--- config.mk ---
export PLATFORM = sky130hd
export DESIGN_NAME = nexus_hier_bitset
export DESIGN_NICKNAME = d
export VERILOG_FILES = /design/src/rtl/nexus_bitset_pkg.sv /design/src/rtl/nexus_ffs.sv /design/src/rtl/nexus_hier_bitset.sv
export SDC_FILE = /design/constraint.sdc
export NUM_CORES = 1
export LEC_CHECK = 0
export BUFFER_PORTS_ARGS = -buffer_cell sky130_fd_sc_hd__buf_4
export CAP_MARGIN = 20
export CORE_MARGIN = 5
export CORE_UTILIZATION = 45
export CTS_CLUSTER_SIZE = 30
export DETAILED_ROUTE_END_ITERATION = 8
export MAX_ROUTING_LAYER = met4
export PLACE_DENSITY = 0.64
export REMOVE_ABC_BUFFERS = 1
export SYNTH_ARGS = -nofsm -noshare
export SYNTH_HDL_FRONTEND = slang
export SYNTH_SLANG_ARGS = --single-unit
--- constraint.sdc ---
create_clock -name i_clk -period 6.4 [get_ports i_clk]
set_input_delay 1.6 -clock i_clk [delete_from_list [all_inputs] [get_ports i_clk]]
set_output_delay 1.6 -clock i_clk [all_outputs]
set_load 0.03 [all_outputs]
--- src/rtl/nexus_bitset_pkg.sv ---
// nexus_bitset_pkg
// Shared types and helpers for the two-level occupancy bitset.
//   ffs_lo    : first-set index (lowest bit) plus found flag, for vectors up
//               to 64 bits (narrower callers zero-extend).
//   mask_ge   : thermometer mask with every bit at position >= k set; k may
//               be 64, which yields an all-zero mask.
//   split_idx : splits a bucket index into its group and in-group fields.
package nexus_bitset_pkg;

  typedef struct packed {
    logic       found;
    logic [5:0] idx;
  } ffs_res_t;

  typedef struct packed {
    logic [5:0] grp;
    logic [5:0] bkt;
  } idx_split_t;

  function automatic ffs_res_t ffs_lo(input logic [63:0] vec);
    ffs_res_t r;
    r.found = 1'b0;
    r.idx   = '0;
    // Scan downwards so the lowest set bit is the last one written.
    for (int i = 63; i >= 0; i--) begin
      if (vec[i]) begin
        r.found = 1'b1;
        r.idx   = 6'(i);
      end
    end
    return r;
  endfunction

  function automatic logic [63:0] mask_ge(input logic [6:0] k);
    logic [63:0] m;
    for (int i = 0; i < 64; i++) begin
      m[i] = (7'(i) >= k);
    end
    return m;
  endfunction

  function automatic idx_split_t split_idx(input logic [11:0] idx, input int unsigned l2w);
    idx_split_t s;
    s.grp = 6'(idx >> l2w);
    s.bkt = 6'(idx & ((12'd1 << l2w) - 12'd1));
    return s;
  endfunction

endpackage

--- src/rtl/nexus_ffs.sv ---
// nexus_ffs
// Find-first-set over a W-bit vector restricted to the bits enabled in mask.
// Ports:
//   vec   : candidate bits
//   mask  : qualifying bits (1 = eligible)
//   idx   : position of the lowest eligible set bit (0 when none)
//   found : at least one eligible bit is set
module nexus_ffs
  import nexus_bitset_pkg::*;
#(
  parameter  int W    = 16,
  localparam int IDXW = $clog2(W)
) (
  input  logic [W-1:0]    vec,
  input  logic [W-1:0]    mask,
  output logic [IDXW-1:0] idx,
  output logic            found
);

  ffs_res_t res;

  assign res   = ffs_lo(64'(vec & mask));
  assign found = res.found;
  assign idx   = IDXW'(res.idx);

endmodule

--- src/rtl/nexus_hier_bitset.sv ---
// nexus_hier_bitset
// Two-level occupancy bitset for the PIFO calendar. Tracks which of
// L1_SIZE*L2_SIZE buckets are non-empty and reports a registered best bucket.
// Ports:
//   i_clk, i_rst           : clock, synchronous active-high reset
//   i_set / i_set_idx      : mark a bucket non-empty
//   i_clr / i_clr_idx      : mark a bucket empty (a same-index set wins)
//   i_base                 : rotating search start (ROTATE=1 only)
//   o_valid / o_empty      : some bucket is / no bucket is non-empty
//   o_best_idx             : lowest (or first at/after base) non-empty bucket
//   o_count                : number of non-empty buckets
// Maps and o_count update at the request edge; the search runs on the
// registered maps and its result is registered one edge later.
module nexus_hier_bitset
  import nexus_bitset_pkg::*;
#(
  parameter  int L1_SIZE = 16,
  parameter  int L2_SIZE = 16,
  parameter  int ROTATE  = 0,
  localparam int IW      = $clog2(L1_SIZE * L2_SIZE)
) (
  input  logic          i_clk,
  input  logic          i_rst,
  input  logic          i_set,
  input  logic [IW-1:0] i_set_idx,
  input  logic          i_clr,
  input  logic [IW-1:0] i_clr_idx,
  input  logic [IW-1:0] i_base,
  output logic          o_valid,
  output logic [IW-1:0] o_best_idx,
  output logic          o_empty,
  output logic [IW:0]   o_count
);

  localparam int L1W = $clog2(L1_SIZE);
  localparam int L2W = $clog2(L2_SIZE);

  // State
  logic [L1_SIZE-1:0][L2_SIZE-1:0] l2_map_reg, l2_map_next;
  logic [L1_SIZE-1:0]              l1_map_reg, l1_map_next;
  logic [IW:0]                     count_reg, count_next;
  logic [IW-1:0]                   base_reg;
  logic                            valid_reg, empty_reg;
  logic [IW-1:0]                   best_reg, best_next;

  // Index fields
  idx_split_t     set_split, clr_split, base_split;
  logic [L1W-1:0] set_grp, clr_grp, base_grp;
  logic [L2W-1:0] set_bkt, clr_bkt, base_bkt;

  assign set_split  = split_idx(12'(i_set_idx), L2W);
  assign clr_split  = split_idx(12'(i_clr_idx), L2W);
  assign base_split = split_idx(12'(base_reg), L2W);
  assign set_grp    = L1W'(set_split.grp);
  assign set_bkt    = L2W'(set_split.bkt);
  assign clr_grp    = L1W'(clr_split.grp);
  assign clr_bkt    = L2W'(clr_split.bkt);
  assign base_grp   = L1W'(base_split.grp);
  assign base_bkt   = L2W'(base_split.bkt);

  // Map update: clear first, then OR in the set so a same-index set wins.
  // The group bit is taken from the post-update word, which covers a clear
  // and set landing in the same group in one cycle.
  for (genvar gi = 0; gi < L1_SIZE; gi++) begin : g_group
    logic [L2_SIZE-1:0] set_vec, clr_vec;
    assign set_vec = (i_set && set_grp == L1W'(gi)) ? (L2_SIZE'(1) << set_bkt) : '0;
    assign clr_vec = (i_clr && clr_grp == L1W'(gi)) ? (L2_SIZE'(1) << clr_bkt) : '0;
    assign l2_map_next[gi] = (l2_map_reg[gi] & ~clr_vec) | set_vec;
    assign l1_map_next[gi] = |l2_map_next[gi];
  end

  // Count only effective transitions so idempotent requests leave it alone.
  logic set_eff, clr_eff, same_idx;
  assign same_idx   = i_set && i_clr && (i_set_idx == i_clr_idx);
  assign set_eff    = i_set && !l2_map_reg[set_grp][set_bkt];
  assign clr_eff    = i_clr && l2_map_reg[clr_grp][clr_bkt] && !same_idx;
  assign count_next = count_reg + (IW+1)'(set_eff) - (IW+1)'(clr_eff);

  // Search. Lowest path: first group, then first bucket in it; this also
  // serves as the wrap path of the rotating search.
  logic [L1W-1:0] lo_grp, hi_grp;
  logic [L2W-1:0] lo_bkt, base_hit_bkt, hi_bkt;
  logic           lo_grp_found, lo_bkt_found;
  logic           base_hit_found, hi_grp_found, hi_bkt_found;

  nexus_ffs #(.W(L1_SIZE)) u_l1_lo (
    .vec   (l1_map_reg),
    .mask  ({L1_SIZE{1'b1}}),
    .idx   (lo_grp),
    .found (lo_grp_found)
  );

  nexus_ffs #(.W(L2_SIZE)) u_l2_lo (
    .vec   (l2_map_reg[lo_grp]),
    .mask  ({L2_SIZE{1'b1}}),
    .idx   (lo_bkt),
    .found (lo_bkt_found)
  );

  // Rotating step 1: buckets at or after the base within the base group.
  nexus_ffs #(.W(L2_SIZE)) u_l2_base (
    .vec   (l2_map_reg[base_grp]),
    .mask  (L2_SIZE'(mask_ge(7'(base_bkt)))),
    .idx   (base_hit_bkt),
    .found (base_hit_found)
  );

  // Rotating step 2: groups strictly after the base group. base_grp+1 may
  // equal L1_SIZE, which mask_ge turns into an empty mask.
  nexus_ffs #(.W(L1_SIZE)) u_l1_hi (
    .vec   (l1_map_reg),
    .mask  (L1_SIZE'(mask_ge(7'(base_grp) + 7'd1))),
    .idx   (hi_grp),
    .found (hi_grp_found)
  );

  nexus_ffs #(.W(L2_SIZE)) u_l2_hi (
    .vec   (l2_map_reg[hi_grp]),
    .mask  ({L2_SIZE{1'b1}}),
    .idx   (hi_bkt),
    .found (hi_bkt_found)
  );

  logic valid_next;
  assign valid_next = lo_grp_found && lo_bkt_found;

  always_comb begin
    best_next = {lo_grp, lo_bkt};
    if (ROTATE != 0) begin
      if (base_hit_found) begin
        best_next = {base_grp, base_hit_bkt};
      end else if (hi_grp_found && hi_bkt_found) begin
        best_next = {hi_grp, hi_bkt};
      end
    end
  end

  always_ff @(posedge i_clk) begin
    if (i_rst) begin
      l2_map_reg <= '0;
      l1_map_reg <= '0;
      count_reg  <= '0;
      base_reg   <= '0;
      valid_reg  <= 1'b0;
      empty_reg  <= 1'b1;
      best_reg   <= '0;
    end else begin
      l2_map_reg <= l2_map_next;
      l1_map_reg <= l1_map_next;
      count_reg  <= count_next;
      base_reg   <= i_base;
      valid_reg  <= valid_next;
      empty_reg  <= ~valid_next;
      best_reg   <= best_next;
    end
  end

  assign o_valid    = valid_reg;
  assign o_empty    = empty_reg;
  assign o_best_idx = best_reg;
  assign o_count    = count_reg;

endmodule
==> results of run 1 <==
## worst min-delay path by stage
stage | startpoint | endpoint | slack [ns] | cells past startpoint
after floorplan | l2_map_reg[23] | l2_map_reg[23] | 0.50 | 2
after global placement | l2_map_reg[136] | l2_map_reg[136] | 0.53 | 2
after detailed placement | l2_map_reg[131] | l2_map_reg[131] | 0.54 | 2
final | l2_map_reg[131] | l2_map_reg[131] | 0.55 | 2
after global routing | l2_map_reg[11] | l2_map_reg[11] | 0.59 | 2
after CTS | l2_map_reg[131] | l2_map_reg[131] | 0.55 | 2
## routing by layer
| metal | routed length, um | track usage |
|---|---|---|
| met2 | 39700 | 0.576 |
| met4 | 6290 | 0.206 |
| met3 | 11900 | 0.111 |
| met1 | 36700 | 0.535 |
| met5 | 0 | - |
## power groups by stage
| stage | combinational, uW | clock (uW) | sequential (uW) |
|---|---|---|---|
| final | 1260 | 2200 | 1890 |
| after global placement | 1210 | 0 | 1930 |
| after CTS | 1220 | 2200 | 1890 |
| after global routing | 1310 | 2270 | 1890 |
| after floorplan | 627 | 0 | 1990 |
| after detailed placement | 1220 | 0 | 1930 |
## kinds of logic (layout without fill, tap and decap cells)
group,count (synthesis),count (layout)
other,0,1
AOI/OAI and AO/OA,630,630
and+or+nand+nor,778,778
buffers and inverters,190,205
muxes,253,253
DFF,291,291
xor gates and xnor gates,15,15
adders and majority gates,10,10
## metrics by stage
stage | TNS (ns) | std cells
2_1_floorplan | 0 | 1992
3_3_place_gp | -0.562 | 2655
3_5_place_dp | -0.531 | 2657
4_1_cts | 0 | 2718
5_1_grt | 0 | 2722
6_report | 0 | 2722
## worst max-delay path, cell delays in order
cell and delay [ns]:
buf_6 0.23, buf_12 0.26, mux4_2 0.53, mux4_2 0.53, mux4_2 0.55, mux4_2 0.55, nand2b_1 0.19, ha_1 0.32
inv_1 0.06, ha_1 0.15, inv_1 0.06, fa_1 0.41, nor2b_1 0.15, o21ai_0 0.09, nand2b_1 0.11, a21oi_1 0.08
o21bai_1 0.21, a21o_1 0.15, a21oi_1 0.08, xnor2_1 0.16, nor2_1 0.05
## synthesized netlist by cell type (34+ instances only)
| library cell | count | area share |
|---|---|---|
| nor2_1 | 69 | 0.014 |
| clkbuf_1 | 128 | 0.025 |
| o21ai_0 | 379 | 0.10 |
| nor4_1 | 34 | 0.011 |
| nor2b_1 | 137 | 0.045 |
| dfxtp_1 | 291 | 0.31 |
| mux4_2 | 172 | 0.20 |
| nand3_1 | 56 | 0.015 |
| mux2i_1 | 77 | 0.041 |
| nand2_1 | 323 | 0.064 |
| nand4_1 | 65 | 0.021 |
| a21oi_1 | 149 | 0.039 |
| nor3_1 | 35 | 0.0092 |
## final cells by class
class,count,area (um^2)
multi-input combinational,1686,12300
timing repair buffer,129,1170
fill,3915,20500
sequential,291,5830
inverter,15,56.3
clock buffer,46,1040
clock inverter,15,188
tap,539,674
antenna,1,2.50
==> results by group, run 1 <==
Finish
  – Final core utilization: 0.509
  – NumNets Final: 2198
  – Design area: 0.0213 mm^2
  – Share of post-route cells with drive strength above 1: 0.178
  – Most common cell after layout, fill and taps aside: o21ai_0
  – Most frequent cells in the layout: 379 x o21ai_0, 322 x nand2_1, 291 x dfxtp_1, 172 x mux4_2, 149 x a21oi_1
  – Number of flip-flops in the largest register: 256
  – Syn-to-layout area delta: 12.2%

Clock tree
  – H-tree depth: 2
  – Clock Tree Root: clkbuf_16
  – CTS clock-pin slew for the worst setup and hold paths: 0.06 ns
  – Post-CTS setup buffers: 0
  – Clock Path Buffers: 3
  – TritonCTS clock tree: yes
  – Total clock sinks: 291
  – Post-cts resize count: 0
  – Clk_lat worst skew: 0.58 ns
  – Num CTS Buffers: 37
  – Hold buffer count at CTS: 0

STA
  – Final Cycle Share: 0.958
  – Hold Slack: 0.554 ns
  – Hold Fails Final Rpt: 0
  – Min Clock Period, post-route: 6.13 ns
  – Total setup violations reported at the end of the flow: 0
  – Max-slew violations: 0
  – Relative slew slack: 0.161
  – Unrepaired setup endpoints after global routing: false
  – Final WS setup: 0.266 ns
  – Worst Skew: 0.0267 ns
  – Fmax: 163 MHz
  – Worst slew pin tran: 1.26 ns

Hold path
  – Worst hold-check path type: reg -> reg

Worst setup path
  – Reg2Reg Capture Point: o_count[8]
  – R2R setup slack: 1.42 ns
  – Worst r2r src: l2_map_reg[196]
  – Worst Path Max Fanout: 24
  – Nature of the critical path endpoint: register
  – Crit path launch: i_set_idx[4]
  – CP required: 6.82 ns
  – Setup CP Type: in -> reg
  – Worst R2R Path Depth: 19
  – Critical path arrival: 6.56 ns
  – Setup crit start kind: input port
  – Setup crit end: o_count[8]

Global routing
  – Total grt overflow: 0
  – First-pass GRT wire length: 133000 um
  – Largest net degree at the start of global routing: 119
  – Initial antenna violation count: 3
  – Gr usage total: 0.406
  – Number of global-route vias before repair: 18000

Detailed routing
  – Initial drt markers: 2700
  – Vias: 19500
  – Post-route antenna net violation count: 0
  – TritonRoute pass-1 iters: 8
  – DRT Wirelength: 94600 um
  – Via density: 7.16
  – Routed wire per std cell: 34.8 um
  – Drt drc: 0

Power and ir drop
  – P_int: 3600 uW
  – Max IR drop VDD: 0.218 mV
  – PwrDens: 251 mW/mm^2
  – Clock power share: 0.411
  – Final total power: 5350 uW
  – Combinational Power Share: 0.236
  – LEAKAGE: 0.00755 uW
  – Net Sw Frac: 0.327
  – Psw: 1750 uW
  – Sequential share of power: 0.353

Floorplanning
  – DIE HEIGHT: 215 um
  – IO Pins: 47
  – Die area: 0.0463 mm^2
  – Die extent in x: 215 um
  – Starting Density: 0.454
  – Core Box Area: 0.0418 mm^2
  – Rows: 75

Synth
  – Yosys warns: 0
  – Seq/Total Area, Yosys: 0.307
  – Main combinational cell family by area after synthesis: multiplexers
  – Post-Synth XOR/XNOR Area: 0.00693
  – Adder-cell share of the synthesized area: 0.00700
  – Asr flop ratio synth: 0
  – EDFF count, synth: 0
  – Synth Flop Type: dfxtp_1
  – Synthesized flop and latch total: 291
  – Post-synthesis cell type count: 73
  – Synthesized instance count: 2167
  – Simple-gate share of the synthesized area: 0.202
  – Mean Syn Cell Area: 8.74 um^2
  – Compound-gate portion of the synthesized area: 0.185
  – Netlist Area Pre-Place: 0.0189 mm^2
  – Mux contribution to synthesized area: 0.247

Place
  – Dpl cell area: 0.0200 mm^2
  – GPL Wtd Cong: 1.01
  – PortBufs: 38
  – HPWL Detailed: 72100 um
  – Pre-CTS setup slack: -0.317 ns

Flow run
  – Max-Cap Viols: 0

Run status
  – Status: completed
Power figures use the tool's default switching activity.
==> run 2: changes to the inputs <==
--- a/config.mk
+++ b/config.mk
@@ -7,11 +7,10 @@
 export LEC_CHECK = 0
 export BUFFER_PORTS_ARGS = -buffer_cell sky130_fd_sc_hd__buf_4
 export CAP_MARGIN = 20
-export CORE_MARGIN = 5
+export CORE_MARGIN = 2
 export CORE_UTILIZATION = 45
 export CTS_CLUSTER_SIZE = 30
 export DETAILED_ROUTE_END_ITERATION = 8
-export MAX_ROUTING_LAYER = met4
 export PLACE_DENSITY = 0.64
 export REMOVE_ABC_BUFFERS = 1
 export SYNTH_ARGS = -nofsm -noshare
==> results by group, run 2 (synthesized netlist as in run 1, its figures left out) <==
Detailed routing
  – Post-route antenna net violation count: 0
  – Via density: 7.19
  – DRT Wirelength: 88900 um
  – Initial drt markers: 3238
  – Vias: 19500
  – Routed wire per std cell: 32.8 um
  – Drt drc: 0
  – TritonRoute pass-1 iters: 6

Power and ir drop
  – Combinational Power Share: 0.237
  – Psw: 1720 uW
  – P_int: 3510 uW
  – Sequential share of power: 0.361
  – Max IR drop VDD: 0.187 mV
  – Clock power share: 0.402
  – Net Sw Frac: 0.329
  – Final total power: 5230 uW
  – PwrDens: 248 mW/mm^2
  – LEAKAGE: 0.00746 uW

Worst setup path
  – Critical-path cell list: buf_4, buf_12, buf_12, mux4_2, mux4_2, mux4_2, mux4_2, nand2b_1, ha_1, inv_1, ha_1, inv_1, fa_1, nor2b_1, o21ai_0, nand2b_1, a21oi_1, o21bai_1, a21o_1, a21oi_1, xnor2_1, nor2_1
  – Nature of the critical path endpoint: register
  – Critical path arrival: 6.50 ns
  – Worst path depth: 22
  – Setup crit end: o_count[8]
  – Most common cell on crit path: mux4_2
  – Critical Path Slowest Stage Cell: mux4_2
  – Worst r2r src: l2_map_reg[198]
  – Reg2Reg Capture Point: o_count[8]
  – Top Family by Delay on Critical Path: multiplexers
  – Buf+Inv Stages, Crit Path: 5
  – Worst Path Max Fanout: 12
  – Worst R2R Path Depth: 19
  – CP required: 6.83 ns
  – Crit path largest cell delay: 0.53 ns
  – Setup CP Type: in -> reg
  – R2R setup slack: 1.45 ns
  – Setup crit start kind: input port
  – Crit path launch: i_set_idx[4]

STA
  – Worst slew pin tran: 1.39 ns
  – Final Cycle Share: 0.949
  – Fmax: 165 MHz
  – Worst Skew: 0.0147 ns
  – Hold Fails Final Rpt: 0
  – Total setup violations reported at the end of the flow: 0
  – Min Clock Period, post-route: 6.07 ns
  – Unrepaired setup endpoints after global routing: false
  – Max-slew violations: 0
  – Hold Slack: 0.548 ns
  – Relative slew slack: 0.0720

Floorplanning
  – Starting Density: 0.454
  – Die extent in x: 209 um
  – Die area: 0.0438 mm^2
  – DIE HEIGHT: 209 um
  – Core Box Area: 0.0418 mm^2
  – IO Pins: 47
  – Rows: 75

Finish
  – Design area: 0.0211 mm^2
  – Share of post-route cells with drive strength above 1: 0.171
  – Register Area: 0.00583 mm^2
  – Most frequent cells in the layout: 379 x o21ai_0, 322 x nand2_1, 291 x dfxtp_1, 172 x mux4_2, 149 x a21oi_1
  – Syn-to-layout area delta: 11.6%
  – NumNets Final: 2183
  – Number of flip-flops in the largest register: 256
  – Multi-input logic area: 0.0123 mm^2
  – Most common cell after layout, fill and taps aside: o21ai_0
  – Filler instances: 3945

Clock tree
  – Num CTS Buffers: 36
  – TritonCTS clock tree: yes
  – H-tree depth: 2
  – Post-cts resize count: 0
  – Hold buffer count at CTS: 0
  – Clock Path Buffers: 3
  – Clk_lat worst skew: 0.57 ns
  – Total clock sinks: 291
  – Clock Tree Root: clkbuf_16
  – Post-CTS setup buffers: 0
  – CTS clock-pin slew for the worst setup and hold paths: 0.06 ns

Global routing
  – Total grt overflow: 0
  – First-pass GRT wire length: 127000 um
  – Number of global-route vias before repair: 18400
  – Initial antenna violation count: 2
  – Largest net degree at the start of global routing: 105
  – Gr usage total: 0.404

Hold path
  – Worst hold-check path type: reg -> reg
  – Hold depth: 2

Place
  – Dpl cell area: 0.0199 mm^2
  – GPL Wtd Cong: 1.08
  – PortBufs: 38
  – HPWL Detailed: 65600 um

Flow run
  – Max-Cap Viols: 0

Run status
  – Status: completed
[run 2: changes by cell type in the layout (fill, tap and decap cells not counted), sizes merged, moves of 3 or more]
cell    previous run  this run
clkbuf            46        55
bufinv             4         1
clkinv             8         5
buf              129       114
[run 2: power groups by stage]
stage                     sequential [uW]  combinational, uW  clock [uW]
after floorplan                      1990                627           0
after CTS                            1890               1200        2110
after detailed placement             1930               1190           0
after global routing                 1890               1290        2180
final                                1890               1240        2100
after global placement               1930               1170           0
[run 2: through the flow]
stage | util | setup TNS (ns) | setup WS, ns | cells
2_1_floorplan | - | 0 | 0.841 | 1992
3_3_place_gp | 0.477 | -0.209 | -0.188 | 2640
3_5_place_dp | 0.477 | -0.230 | -0.208 | 2640
4_1_cts | 0.505 | 0 | 0.374 | 2703
5_1_grt | 0.506 | 0 | 0.0544 | 2709
6_report | 0.506 | 0 | 0.329 | 2711
[run 2: worst reg2reg max path: stages (launching register included)]
cell      delay, ns
dfxtp_1        0.42
mux4_2         0.51
mux4_2         0.50
mux4_2         0.57
mux4_2         0.53
nand2b_1       0.18
ha_1           0.32
inv_1          0.07
ha_1           0.15
inv_1          0.06
fa_1           0.41
nor2b_1        0.15
o21ai_0        0.09
nand2b_1       0.12
a21oi_1        0.08
o21bai_1       0.21
a21o_1         0.15
a21oi_1        0.08
xnor2_1        0.16
nor2_1         0.05
[run 2: how the worst min path moves through the flow]
stage	start	endpoint	slack, ns
after floorplan	l2_map_reg[23]	l2_map_reg[23]	0.50
after global placement	l2_map_reg[147]	l2_map_reg[147]	0.53
after detailed placement	l2_map_reg[227]	l2_map_reg[227]	0.54
after CTS	l2_map_reg[227]	l2_map_reg[227]	0.54
after global routing	l2_map_reg[147]	l2_map_reg[147]	0.58
final	l2_map_reg[227]	l2_map_reg[227]	0.55
[run 2: layout make-up]
type,count,area share
inverter,15,0.00266
clock buffer,54,0.0516
sequential,291,0.276
antenna,2,0.000237
timing repair buffer,115,0.0516
clock inverter,9,0.00438
multi-input combinational,1686,0.582
tap,539,0.0319
[run 2: per-layer routing]
layer  track usage  part of all wire
met1         0.517              0.36
met2         0.582              0.42
met3         0.121              0.14
met4         0.287             0.085
met5             0                 0
